$ cat src/rtl/imm_extend_pipe_if.sv
// Decode-to-immediate handshake bundle: instruction/select in, extended immediate out.
// Carries both valid/ready pairs so the extender has a single bus port.
// master drives the request side and the downstream ready; slave is the extender.
interface imm_extend_pipe_if #(
  parameter int XLEN        = 32,
  parameter int INSTR_WIDTH = 32
);
  logic                   InValid;
  logic                   InReady;
  logic [INSTR_WIDTH-1:0] Instr;
  logic [2:0]             ImmSel;
  logic                   OutValid;
  logic                   OutReady;
  logic [XLEN-1:0]        ImmExt;
  logic                   ImmIllegal;

  modport master (
    output InValid, Instr, ImmSel, OutReady,
    input  InReady, OutValid, ImmExt, ImmIllegal
  );

  modport slave (
    input  InValid, Instr, ImmSel, OutReady,
    output InReady, OutValid, ImmExt, ImmIllegal
  );
endinterface

$ cat src/rtl/imm_extend_pipe.sv
// Registered immediate extender (I/S/B/U/J/CSR-uimm/shamt) with a two-entry skid buffer.
// Latency: 1 cycle from accept to OutValid; throughput 1 per cycle with OutReady high.
// Backpressure: InReady is a registered state output (low only when both entries are held).
module imm_extend_pipe #(
  parameter int XLEN        = 32,
  parameter int INSTR_WIDTH = 32
) (
  input  logic               clk,
  input  logic               rst_n,
  imm_extend_pipe_if.slave   bus
);

  localparam int SHW = (XLEN == 64) ? 6 : 5;

  localparam logic [2:0] SEL_I  = 3'b000;
  localparam logic [2:0] SEL_S  = 3'b001;
  localparam logic [2:0] SEL_B  = 3'b010;
  localparam logic [2:0] SEL_U  = 3'b011;
  localparam logic [2:0] SEL_J  = 3'b100;
  localparam logic [2:0] SEL_Z  = 3'b101;
  localparam logic [2:0] SEL_SH = 3'b110;

  typedef enum logic [1:0] {
    ST_EMPTY = 2'd0,
    ST_ONE   = 2'd1,
    ST_FULL  = 2'd2
  } state_e;

  state_e            state_q, state_d;
  logic [XLEN-1:0]   main_imm_q, main_imm_d;
  logic              main_ill_q, main_ill_d;
  logic [XLEN-1:0]   skid_imm_q, skid_imm_d;
  logic              skid_ill_q, skid_ill_d;

  logic [XLEN-1:0]   new_imm;
  logic              new_ill;
  logic              in_acc;
  logic              unused_opcode;

  // The opcode field never contributes to any immediate.
  assign unused_opcode = ^bus.Instr[6:0];

  always_comb begin
    new_imm = '0;
    new_ill = 1'b0;
    case (bus.ImmSel)
      SEL_I:   new_imm = XLEN'($signed(bus.Instr[31:20]));
      SEL_S:   new_imm = XLEN'($signed({bus.Instr[31:25], bus.Instr[11:7]}));
      SEL_B:   new_imm = XLEN'($signed({bus.Instr[31], bus.Instr[7], bus.Instr[30:25],
                                        bus.Instr[11:8], 1'b0}));
      SEL_U:   new_imm = XLEN'($signed({bus.Instr[31:12], 12'b0}));
      SEL_J:   new_imm = XLEN'($signed({bus.Instr[31], bus.Instr[19:12], bus.Instr[20],
                                        bus.Instr[30:21], 1'b0}));
      SEL_Z:   new_imm = XLEN'(bus.Instr[19:15]);
      SEL_SH:  new_imm = XLEN'(bus.Instr[20 +: SHW]);
      default: new_ill = 1'b1;
    endcase
  end

  assign in_acc = bus.InValid && (state_q != ST_FULL);

  always_comb begin
    state_d    = state_q;
    main_imm_d = main_imm_q;
    main_ill_d = main_ill_q;
    skid_imm_d = skid_imm_q;
    skid_ill_d = skid_ill_q;
    case (state_q)
      ST_EMPTY: begin
        if (in_acc) begin
          main_imm_d = new_imm;
          main_ill_d = new_ill;
          state_d    = ST_ONE;
        end
      end
      ST_ONE: begin
        if (in_acc && bus.OutReady) begin
          main_imm_d = new_imm;
          main_ill_d = new_ill;
        end else if (in_acc) begin
          // Downstream stalled: park the newcomer behind the presented entry.
          skid_imm_d = new_imm;
          skid_ill_d = new_ill;
          state_d    = ST_FULL;
        end else if (bus.OutReady) begin
          state_d    = ST_EMPTY;
        end
      end
      ST_FULL: begin
        if (bus.OutReady) begin
          main_imm_d = skid_imm_q;
          main_ill_d = skid_ill_q;
          state_d    = ST_ONE;
        end
      end
      default: state_d = ST_EMPTY;
    endcase
  end

  always_ff @(posedge clk or negedge rst_n) begin
    if (!rst_n) begin
      state_q    <= ST_EMPTY;
      main_imm_q <= '0;
      main_ill_q <= 1'b0;
      skid_imm_q <= '0;
      skid_ill_q <= 1'b0;
    end else begin
      state_q    <= state_d;
      main_imm_q <= main_imm_d;
      main_ill_q <= main_ill_d;
      skid_imm_q <= skid_imm_d;
      skid_ill_q <= skid_ill_d;
    end
  end

  assign bus.OutValid   = (state_q != ST_EMPTY);
  assign bus.InReady    = (state_q != ST_FULL);
  assign bus.ImmExt     = main_imm_q;
  assign bus.ImmIllegal = main_ill_q;

endmodule

$ cat src/flat_wrapper.sv
// flat-port wrapper written by rule: the top's interface ports become plain ports
module imm_extend_pipe_flat 
#(
  parameter int XLEN        = 32,
  parameter int INSTR_WIDTH = 32
)
  (clk, rst_n, bus_InValid, bus_Instr, bus_ImmSel, bus_OutReady, bus_InReady, bus_OutValid, bus_ImmExt, bus_ImmIllegal);
  imm_extend_pipe_if #(.XLEN(XLEN), .INSTR_WIDTH(INSTR_WIDTH)) bus_i ();
  input  logic clk;
  input  logic rst_n;
  input wire logic [$bits(bus_i.InValid)-1:0] bus_InValid;
  input wire logic [$bits(bus_i.Instr)-1:0] bus_Instr;
  input wire logic [$bits(bus_i.ImmSel)-1:0] bus_ImmSel;
  input wire logic [$bits(bus_i.OutReady)-1:0] bus_OutReady;
  output wire logic [$bits(bus_i.InReady)-1:0] bus_InReady;
  output wire logic [$bits(bus_i.OutValid)-1:0] bus_OutValid;
  output wire logic [$bits(bus_i.ImmExt)-1:0] bus_ImmExt;
  output wire logic [$bits(bus_i.ImmIllegal)-1:0] bus_ImmIllegal;
  assign bus_i.InValid = bus_InValid;
  assign bus_i.Instr = bus_Instr;
  assign bus_i.ImmSel = bus_ImmSel;
  assign bus_i.OutReady = bus_OutReady;
  assign bus_InReady = bus_i.InReady;
  assign bus_OutValid = bus_i.OutValid;
  assign bus_ImmExt = bus_i.ImmExt;
  assign bus_ImmIllegal = bus_i.ImmIllegal;
  imm_extend_pipe #(.XLEN(XLEN), .INSTR_WIDTH(INSTR_WIDTH)) u_core (.clk(clk), .rst_n(rst_n), .bus(bus_i));
endmodule
$ cat config.mk
export PLATFORM = sky130hd
export DESIGN_NAME = imm_extend_pipe_flat
export DESIGN_NICKNAME = d
export VERILOG_FILES = /design/src/rtl/imm_extend_pipe_if.sv /design/src/rtl/imm_extend_pipe.sv /design/src/flat_wrapper.sv
export SDC_FILE = /design/constraint.sdc
export NUM_CORES = 1
export LEC_CHECK = 0
export CAP_MARGIN = 5
export CORE_UTILIZATION = 28
export DETAILED_ROUTE_END_ITERATION = 7
export PLACE_DENSITY = 0.63
export RECOVER_POWER = 100
export SETUP_SLACK_MARGIN = 0.15
export SLEW_MARGIN = 20
export SYNTH_ARGS = -nofsm -noshare
export SYNTH_HDL_FRONTEND = slang
export SYNTH_SLANG_ARGS = --single-unit
$ cat constraint.sdc
create_clock -name clk -period 1.6 [get_ports clk]
set_input_delay 0.24 -clock clk [delete_from_list [all_inputs] [get_ports clk]]
set_output_delay 0.24 -clock clk [all_outputs]
set_load 0.005 [all_outputs]
---- Word-level counts from Yosys, hierarchy flattened ----
Cells that the tools add are included.
word-level totals
  logic and storage cells ................. 46
  output and inout port bits .............. 35
  input bits .............................. 39
  bits in registers ....................... 68
operators by class
  reductions and logical operators ........ 10
  eq/ne operators ......................... 14
  bitwise gates (word level) .............. 1
  muxes and demuxes ....................... 16
operators by type and width
  operator                                                         number
  32-bit one-hot mux with 7 select lines                           1
  32-bit two-way mux                                               3
  32-bit one-hot mux with 3 select lines                           1
  2-bit two-way mux                                                5
  3-bit == test, second input constant                             3
  4-bit AND reduction                                              2
  7-bit OR reduction                                               1
  3-bit by 2-bit == test with 1-bit output, second input constant  2
  2-bit != test, second input constant                             3
  2-bit one-hot mux with 3 select lines                            1
  1-bit two-way mux                                                4
  2-bit by 1-bit != test with 1-bit output, second input constant  2
  3-bit by 1-bit == test with 1-bit output, second input constant  1
  3-bit zero test                                                  1
  3-bit by 2-bit != test with 1-bit output, second input constant  1
  1-bit one-hot mux with 3 select lines                            1
  3-bit AND reduction                                              1
  3-bit nonzero test                                               1
  2-bit by 1-bit == test with 1-bit output, second input constant  1
  2-bit == test, second input constant                             1
  1-bit logical AND                                                2
  2-bit zero test                                                  1
  2-bit nonzero test                                               1
  1-bit inverter                                                   1

---- Logic depth before layout (Yosys ltp) ----
Gate-level depths: netlist (run 1).
  depth after elaboration ................. 5
  gate-level depth with buffers ........... 6
  depth with buffers taken out ............ 5

---- Worst setup path before layout (run 1) ----
No wires, ideal clock.
  kind .................................... register -> register
  start ................................... register u_core.state_q[1]
  end ..................................... register u_core.main_imm_q[10] (netlist: u_core.bus.ImmExt[10])
  arrival time ............................ 1.361 ns
  setup slack ............................. 0.114 ns
  cell stages (with the launch flop) ...... 5
  clock period less this slack ............ 1.486 ns
  library setup time ...................... 0.125 ns
  required time ........................... 1.475 ns
  buffers on the path ..................... 1
  cells stage by stage .................... dfrtp_1 > and3b_1 > a21oi_4 > buf_4 > mux2_2
on the way
  longest elaborated chain between the ends .. 5
RTL lines
  element                                             line                    text
  from (decl)                                         imm_extend_pipe.sv:29   state_e state_q, state_d;
  from (signal assigned)                              imm_extend_pipe.sv:108  state_q <= state_d;
  2-bit != test                                       imm_extend_pipe.sv:60   assign in_acc = bus.InValid && (state_q != ST_FULL);
  1-bit logical AND                                   imm_extend_pipe.sv:60
  1-bit logical AND                                   imm_extend_pipe.sv:77   if (in_acc && bus.OutReady) begin
  2-bit by 1-bit != test with 1-bit output (no line)  --
  4-bit AND reduction (no line)                       --
  to (signal assigned)                                imm_extend_pipe.sv:109  main_imm_q <= main_imm_d;
  to (decl)                                           imm_extend_pipe.sv:30   logic [XLEN-1:0] main_imm_q, main_imm_d;
Parallel ways exist; a longest one is shown, timed or not.
A chain may end at the register's enable or synchronous reset.

---- Worst setup path in the final report (run 1) ----
  start ................................... register u_core.state_q[1]
  end ..................................... register u_core.main_imm_q[7] (netlist: u_core.bus.ImmExt[7])
Same word-level chain as after synthesis.

==> impl_metrics.tcl, run 1 <==
set metrics [dict create \
    antenna_left 0 \
    grtUsageTotal_pct 15.4 \
    synth_common_cells "68 x dfrtp_1, 52 x o21ai_0, 48 x nand2_1, 44 x a21oi_1, 21 x nand2b_1" \
    r2r-start "u_core.state_q[1]$_DFFE_PN0P_" \
    fin_nets 495 \
    synth-compound-area-share_pct 23.4 \
    routed_wl_um 9410 \
    r2r_cells 5 \
    hold_path_class "reg2reg" \
    dp_hpwl_um 6700 \
    pre_cts_ws_ns -0.301 \
    worst_setup_path_end_kind "flop" \
    worstReg2RegEnd "u_core.bus.ImmExt[7]$_DFFE_PN0P_" \
    crit_fanout 18 \
    grt_first_pass_wirelength_um 15200 \
    num_antenna_cells 0 \
    synthSimpleGateAreaFrac_pct 13.4 \
    hold_viol 0 \
    rsz0062_at_grt "yes" \
    drive_gt1_share_pct 22.1 \
    dr.first_iter.drc_count 156 \
    synth_top_area_cell "dfrtp_1" \
    dieArea_um2 12600 \
    synth-edff-count 0 \
    async_flop_share_pct 100 \
    rrSetupSlack_ns 0.02 \
    tritoncts "built" \
    syn_area_per_cell_um2 9.55 \
    muxShareOfSynthArea_pct 8.01 \
    synthCells 355 \
    cp.arrival_ns 1.80 \
    synth_top_family_by_area "compound AO/OA/AOI/OAI gates" \
    startpoint "u_core.state_q[1]$_DFFE_PN0P_" \
    yosysUniqueCellTypes 32 \
    drv_slew 0 \
    seq_area_frac_synth_pct 50.2 \
    synth-seq-cells 68 \
    rows 39 \
    violations "design-rule violations" \
    via_per_inst 4.92 \
    cts_made_buffers 9 \
    fmax_ghz 0.632 \
    status "complete, but fails checks" \
    synthToLayoutAreaGrowth_pct 48.2 \
    numPortBuffers 66 \
    path_clk_slew_ns 0.06 \
    path_class "reg2reg" \
    finalWeightedCongestion 0.800 \
    root_buffer "clkbuf_16" \
    synth.top_cells.by_area "dfrtp_1 50%, o21ai_0 7.7%, a21oi_1 6.5%" \
    start_kind "flop" \
    start_util_pct 29.2 \
    drc 4 \
    core_area_um2 11600 \
    power.density_nw_per_um2 1300 \
    cts.sinks 68 \
    fin_ws_ns 0.0167 \
    vias 2970 \
    clock_latency_ns 0.33 \
    fill_cells 1116 \
    synth_fa_ha_area_share_pct 0.332 \
    die_x_um 112 \
    chipHeight_um 112 \
    min_period_ns 1.58 \
    htree_levels 3 \
    worstPathRequired_ns 1.81 \
    fin_crit_sh_pct 99.0 \
    vdd_drop_max_uv 559 \
    slew_headroom_pct 34.0 \
    synth_most_common_cell "dfrtp_1" \
    wl_per_cell_um 15.6 \
    first_pass_iters 6 \
    multi_input_comb_area_um2 1640 \
    gr-total-overflow 0 \
    holdPathStages 2 \
    syn_nets 394 \
    maxCapViolations 0 \
    worst_pin_slew_ns 0.990 \
    grt_pass1_vias 2981 \
    syn_area_um2 3390 \
    grt_max_degree 44 \
    clockBufferDepth 2 \
    leakagePower_nw 2.21 \
    synth-xor-area-share_pct 0.258 \
    synth_ff_type "dfrtp_1" \
    setup_viol 0 \
    finClkSkew_ns 0.00589 \
    synth_warnings 0 \
    final-seq-area_um2 1700 \
    pin_count 74 \
    cp-endpoint "u_core.bus.ImmExt[7]$_DFFE_PN0P_" \
    instances_no_fill 604 \
    dp.cells 571 \
    netlist.area_leader.share_pct 50.2 \
    antenna_found_initial 0 \
]
[state kept, by name, indices dropped and copies added (netlist names)]
register / cells
u_core.bus.ImmIllegal: 1
u_core.skid_imm_q: 32
u_core.state_q: 2
u_core.bus.ImmExt: 32
u_core.skid_ill_q: 1
[metrics by stage]
stage / utilization [%] / hold slack (ns) / area (um2) / TNS, ns / total power [mW]
after floorplan: - / -0.0556 / 3400 / 0 / 3.33
after global placement: 38.4 / 0.188 / 4460 / -11.63 / 4.28
after detailed placement: 38.4 / 0.192 / 4460 / -13.39 / 4.35
after CTS: 42.0 / 0.377 / 4870 / 0 / 6.48
after global routing: 43.3 / 0.489 / 5030 / -0.0938 / 6.90
final: 43.3 / 0.469 / 5030 / 0 / 6.53
[worst min path at each step]
stage | from | end | slack, ns
3_5_place_dp | rst_n | u_core.bus.ImmExt[25]$_DFFE_PN0P_ | 0.19
5_1_grt | u_core.skid_imm_q[17]$_DFFE_PN0P_ | u_core.skid_imm_q[17]$_DFFE_PN0P_ | 0.49
2_1_floorplan | rst_n | u_core.bus.ImmExt[0]$_DFFE_PN0P_ | -0.06
3_3_place_gp | rst_n | u_core.bus.ImmExt[25]$_DFFE_PN0P_ | 0.19
4_1_cts | rst_n | u_core.bus.ImmExt[25]$_DFFE_PN0P_ | 0.38
6_report | u_core.skid_imm_q[4]$_DFFE_PN0P_ | u_core.skid_imm_q[4]$_DFFE_PN0P_ | 0.47
[worst max-delay path, cell delays in order, from the launching register on]
cell and delay, ns:
dfrtp_1 0.40, buf_6 0.13, and3b_2 0.22, a21oi_4 0.17, buf_12 0.20, mux2_2 0.34
[timing repair]
action | 4_1_cts | 5_1_grt
hold buffers | 1 | 0
setup buffers | 8 | 6
pin swaps | 1 | 1
endpoints found under the hold margin | 13 | 0
setup endpoints to repair | 57 | 88
cloned | 1 | 1
gates resized for setup | 29 | 53
[cell usage in the layout, fill, tap and decap left out, drive strengths merged, types with 3 or more instances in the layout]
master         Yosys  routed
a22oi             11      11
a2bb2oi           11      11
nor2               6       6
nand2b            21      21
clkdlybuf4s25      0      19
buf               16      52
dfrtp             68      68
a21oi             45      45
o21ai             54      54
nand3b             4       4
clkbuf            14      12
mux2               9       9
o22a               8       8
nor2b              7       7
clkdlybuf4s50      0      36
nand2             48      48
dlygate4sd2        0       6
clkinv             0       4
mux2i             17      17
inv                3       3
[routing by layer]
metal	track usage (%)	vias to the layer above	share of wire (%)
met3	3.08	10	4.0
met5	0	-	0
met1	20.0	1437	47
met4	6.67	0	1.6
li1	-	1460	-
met2	25.1	63	48
[report_power, final]
group,switching (mW),internal (mW)
registers,0.300,2.24
logic,0.815,1.10
clock network,0.725,1.36
total,1.84,4.69
[cells by family after synthesis]
logic type | after synthesis
flip-flops | 68
AO/OA/AOI/OAI | 134
adder cells (fa/ha/maj) | 1
multiplexers | 26
buffers and inverters | 33
XOR/XNOR | 1
AND/OR/NAND/NOR | 92
[layout make-up]
class	count	share of cell area (%)
Clock buffer	9	4.48
Clock inverter	7	1.82
Inverter	3	0.224
Multi-Input combinational cell	255	32.7
Sequential cell	68	33.9
Tap cell	143	3.56
Timing Repair Buffer	119	23.4
Power figures use the tool's default switching activity.
==> run 2, diff against run 1 <==
--- a/config.mk
+++ b/config.mk
@@ -5,10 +5,14 @@
 export SDC_FILE = /design/constraint.sdc
 export NUM_CORES = 1
 export LEC_CHECK = 0
+export ABC_CLOCK_PERIOD_IN_PS = 1600
 export CAP_MARGIN = 5
+export CELL_PAD_IN_SITES_DETAIL_PLACEMENT = 1
+export CELL_PAD_IN_SITES_GLOBAL_PLACEMENT = 1
+export CORE_ASPECT_RATIO = 1.75
 export CORE_UTILIZATION = 28
 export DETAILED_ROUTE_END_ITERATION = 7
-export PLACE_DENSITY = 0.63
+export PLACE_DENSITY = 0.76
 export RECOVER_POWER = 100
 export SETUP_SLACK_MARGIN = 0.15
 export SLEW_MARGIN = 20
==> run 2 against run 1 <==
Effect of this change:
- the run ends with negative setup slack left
- power down 3.6%
- die area up 0.14%
- maximum frequency down 1.8%
- utilization decreased by 0.32 points
- setup slack got worse by 0.028 ns
- cell area is essentially flat
- register-to-register slack got worse by 0.03 ns
- highest routed layer unchanged
==> impl_metrics.tcl, run 2 (synthesis gave the netlist of run 1 again) <==
set metrics [dict create \
    pwr-share-seq_pct 40.6 \
    grt_pass1_vias 3299 \
    drv_slew 0 \
    root_buffer "clkbuf_16" \
    power_frac_comb_pct 32.0 \
    setup_viol 3 \
    cp.arrival_ns 1.83 \
    finClkSkew_ns 0.00499 \
    antenna_found_initial 0 \
    worstReg2RegEnd "u_core.bus.ImmIllegal$_DFFE_PN0P_" \
    min_period_ns 1.61 \
    dr.first_iter.drc_count 175 \
    grtUsageTotal_pct 18.4 \
    fin_nets 497 \
    path_clk_slew_ns 0.05 \
    rows 52 \
    startpoint "u_core.state_q[1]$_DFFE_PN0P_" \
    fin_ws_ns -0.0116 \
    path_class "reg2reg" \
    cpPeakStageDelay_ns 0.40 \
    chipHeight_um 148 \
    drc 0 \
    leakagePower_nw 2.24 \
    slew_headroom_pct 39.4 \
    r2r_cells 5 \
    drive_gt1_share_pct 22.3 \
    p_sw_share_pct 29.7 \
    place_area_um2 4460 \
    use_met1_pct 20.5 \
    instances_no_fill 597 \
    hold_viol 0 \
    antenna_left 0 \
    clockBufferDepth 2 \
    grt_max_degree 43 \
    violations "negative setup slack" \
    status "complete, but fails checks" \
    numPortBuffers 66 \
    power.density_nw_per_um2 1250 \
    worst_pin_slew_ns 0.909 \
    power_switching_mw 1.87 \
    crit_cells 5 \
    crit_buf_inv 2 \
    grtUsageMet2_pct 33.8 \
    fin_crit_sh_pct 101 \
    worst_path_max_delay_cell "dfrtp_1" \
    cp-endpoint "u_core.bus.ImmIllegal$_DFFE_PN0P_" \
    start_util_pct 29.0 \
    r2r-start "u_core.state_q[1]$_DFFE_PN0P_" \
    num_antenna_cells 0 \
    first_pass_iters 4 \
    via_per_inst 5.19 \
    crit_fanout 15 \
    fin_setup_tns_ns -0.0293 \
    vdd_drop_max_uv 594 \
    top_usage_layer "met2" \
    synthToLayoutAreaGrowth_pct 48.4 \
    tritoncts "built" \
    core_area_um2 11700 \
    htree_levels 3 \
    vias 3100 \
    cp_cell_sequence "buf_6, and3b_2, a21oi_4, buf_12, mux2_2" \
    final_cell_mix "68 x dfrtp_1, 46 x nand2_1, 43 x a21oi_1, 34 x o21ai_0" \
    grt_first_pass_wirelength_um 17500 \
    routed_wl_um 10900 \
    cts_made_buffers 9 \
    rsz0062_at_grt "yes" \
    dp.cells 563 \
    maxCapViolations 0 \
    dp_hpwl_um 7660 \
    cts.sinks 68 \
    die_x_um 85.2 \
    hold_path_class "in2reg" \
    fin_area_um2 5030 \
    critical_path.top_delay_family "flip-flops" \
    groute.layer.met3.usage_pct 2.74 \
    fill_cells 1314 \
    worst_setup_path_end_kind "flop" \
    rrSetupSlack_ns -0.01 \
    wl_per_cell_um 18.3 \
    p_int_mw 4.43 \
    clock_latency_ns 0.33 \
    pin_count 74 \
    finalWeightedCongestion 0.799 \
    start_kind "flop" \
    gr-total-overflow 0 \
    fmax_ghz 0.620 \
    final_common_cell "dfrtp_1" \
    dieArea_um2 12600 \
    clockPowerShare_pct 27.4 \
    worstPathRequired_ns 1.81 \
]
-- run 2: cell count changes in the layout (fill, tap and decap cells not counted), sizes merged --
cell,delta
clkinvlp,-1
clkbuf,+3
clkdlybuf4s50,-4
dlygate4sd3,+6
dlygate4sd2,+7
dlymetal6s2s,-2
buf,+2
clkdlybuf4s25,-8
clkinv,-1
clkdlybuf4s15,+1
bufinv,-2
-- run 2: worst min path at each step --
stage                                              endpoint  slack [ns]     startpoint  cells after the start
final                         u_core.skid_ill_q$_DFFE_PN0P_        0.33  bus_ImmSel[2]                      3
after CTS                 u_core.bus.ImmExt[25]$_DFFE_PN0P_        0.36          rst_n                      2
after global placement     u_core.bus.ImmExt[5]$_DFFE_PN0P_        0.17          rst_n                      1
after detailed placement  u_core.bus.ImmExt[25]$_DFFE_PN0P_        0.18          rst_n                      1
after floorplan            u_core.bus.ImmExt[0]$_DFFE_PN0P_       -0.06          rst_n                      0
after global routing          u_core.skid_ill_q$_DFFE_PN0P_        0.35  bus_ImmSel[2]                      3
-- run 2: layout make-up --
class                           instances  area, um2  area share [%]
Sequential cell                        68       1700            33.8
Clock inverter                          3       15.0           0.298
Inverter                                3       13.8           0.274
Timing Repair Buffer                  121       1230            24.5
Multi-Input combinational cell        255       1660            33.0
Clock buffer                           12        236            4.70
Tap cell                              135        169            3.36
-- run 2: worst reg2reg max path, cell delays in order (launching register included) --
cell and delay, ns:
dfrtp_1 0.40, buf_6 0.13, and3b_2 0.22, a21oi_4 0.20, buf_12 0.20, mux2_2 0.34
-- run 2: routing by layer --
metal | part of all wire [%] | vias up
met4 | 2.5 | 0
met5 | 0 | -
met3 | 2.5 | 20
li1 | - | 1460
met2 | 56 | 53
met1 | 39 | 1567
-- run 2: power groups by stage --
| stage | clock (mW) | combinational, mW | sequential, mW |
|---|---|---|---|
| CTS | 1.77 | 1.98 | 2.55 |
| detailed placement | 0 | 1.85 | 2.57 |
| global placement | 0 | 1.77 | 2.54 |
| global route | 1.84 | 2.20 | 2.62 |
| finish | 1.73 | 2.01 | 2.56 |
| floorplan | 0 | 0.815 | 2.51 |
-- run 2: repair_timing --
| action | 4_1_cts | 5_1_grt |
|---|---|---|
| gates resized for setup | 44 | 43 |
| gates cloned | 2 | 1 |
| endpoints found under the hold margin | 14 | 0 |
| pin swaps | 1 | 1 |
| hold buffers | 1 | 0 |
| setup buffers | 10 | 5 |
| endpoints found under the setup margin | 73 | 81 |
-- run 2: metrics by stage --
| step | hold slack, ns | total power [mW] | utilization (%) | setup WS, ns |
|---|---|---|---|---|
| after global placement | 0.175 | 4.30 | 38.1 | -0.358 |
| after CTS | 0.361 | 6.30 | 42.1 | 0.00292 |
| final | 0.330 | 6.30 | 43.0 | -0.0116 |
| after floorplan | -0.0556 | 3.33 | - | 0.149 |
| after detailed placement | 0.177 | 4.43 | 38.1 | -0.514 |
| after global routing | 0.353 | 6.66 | 43.0 | -0.0499 |
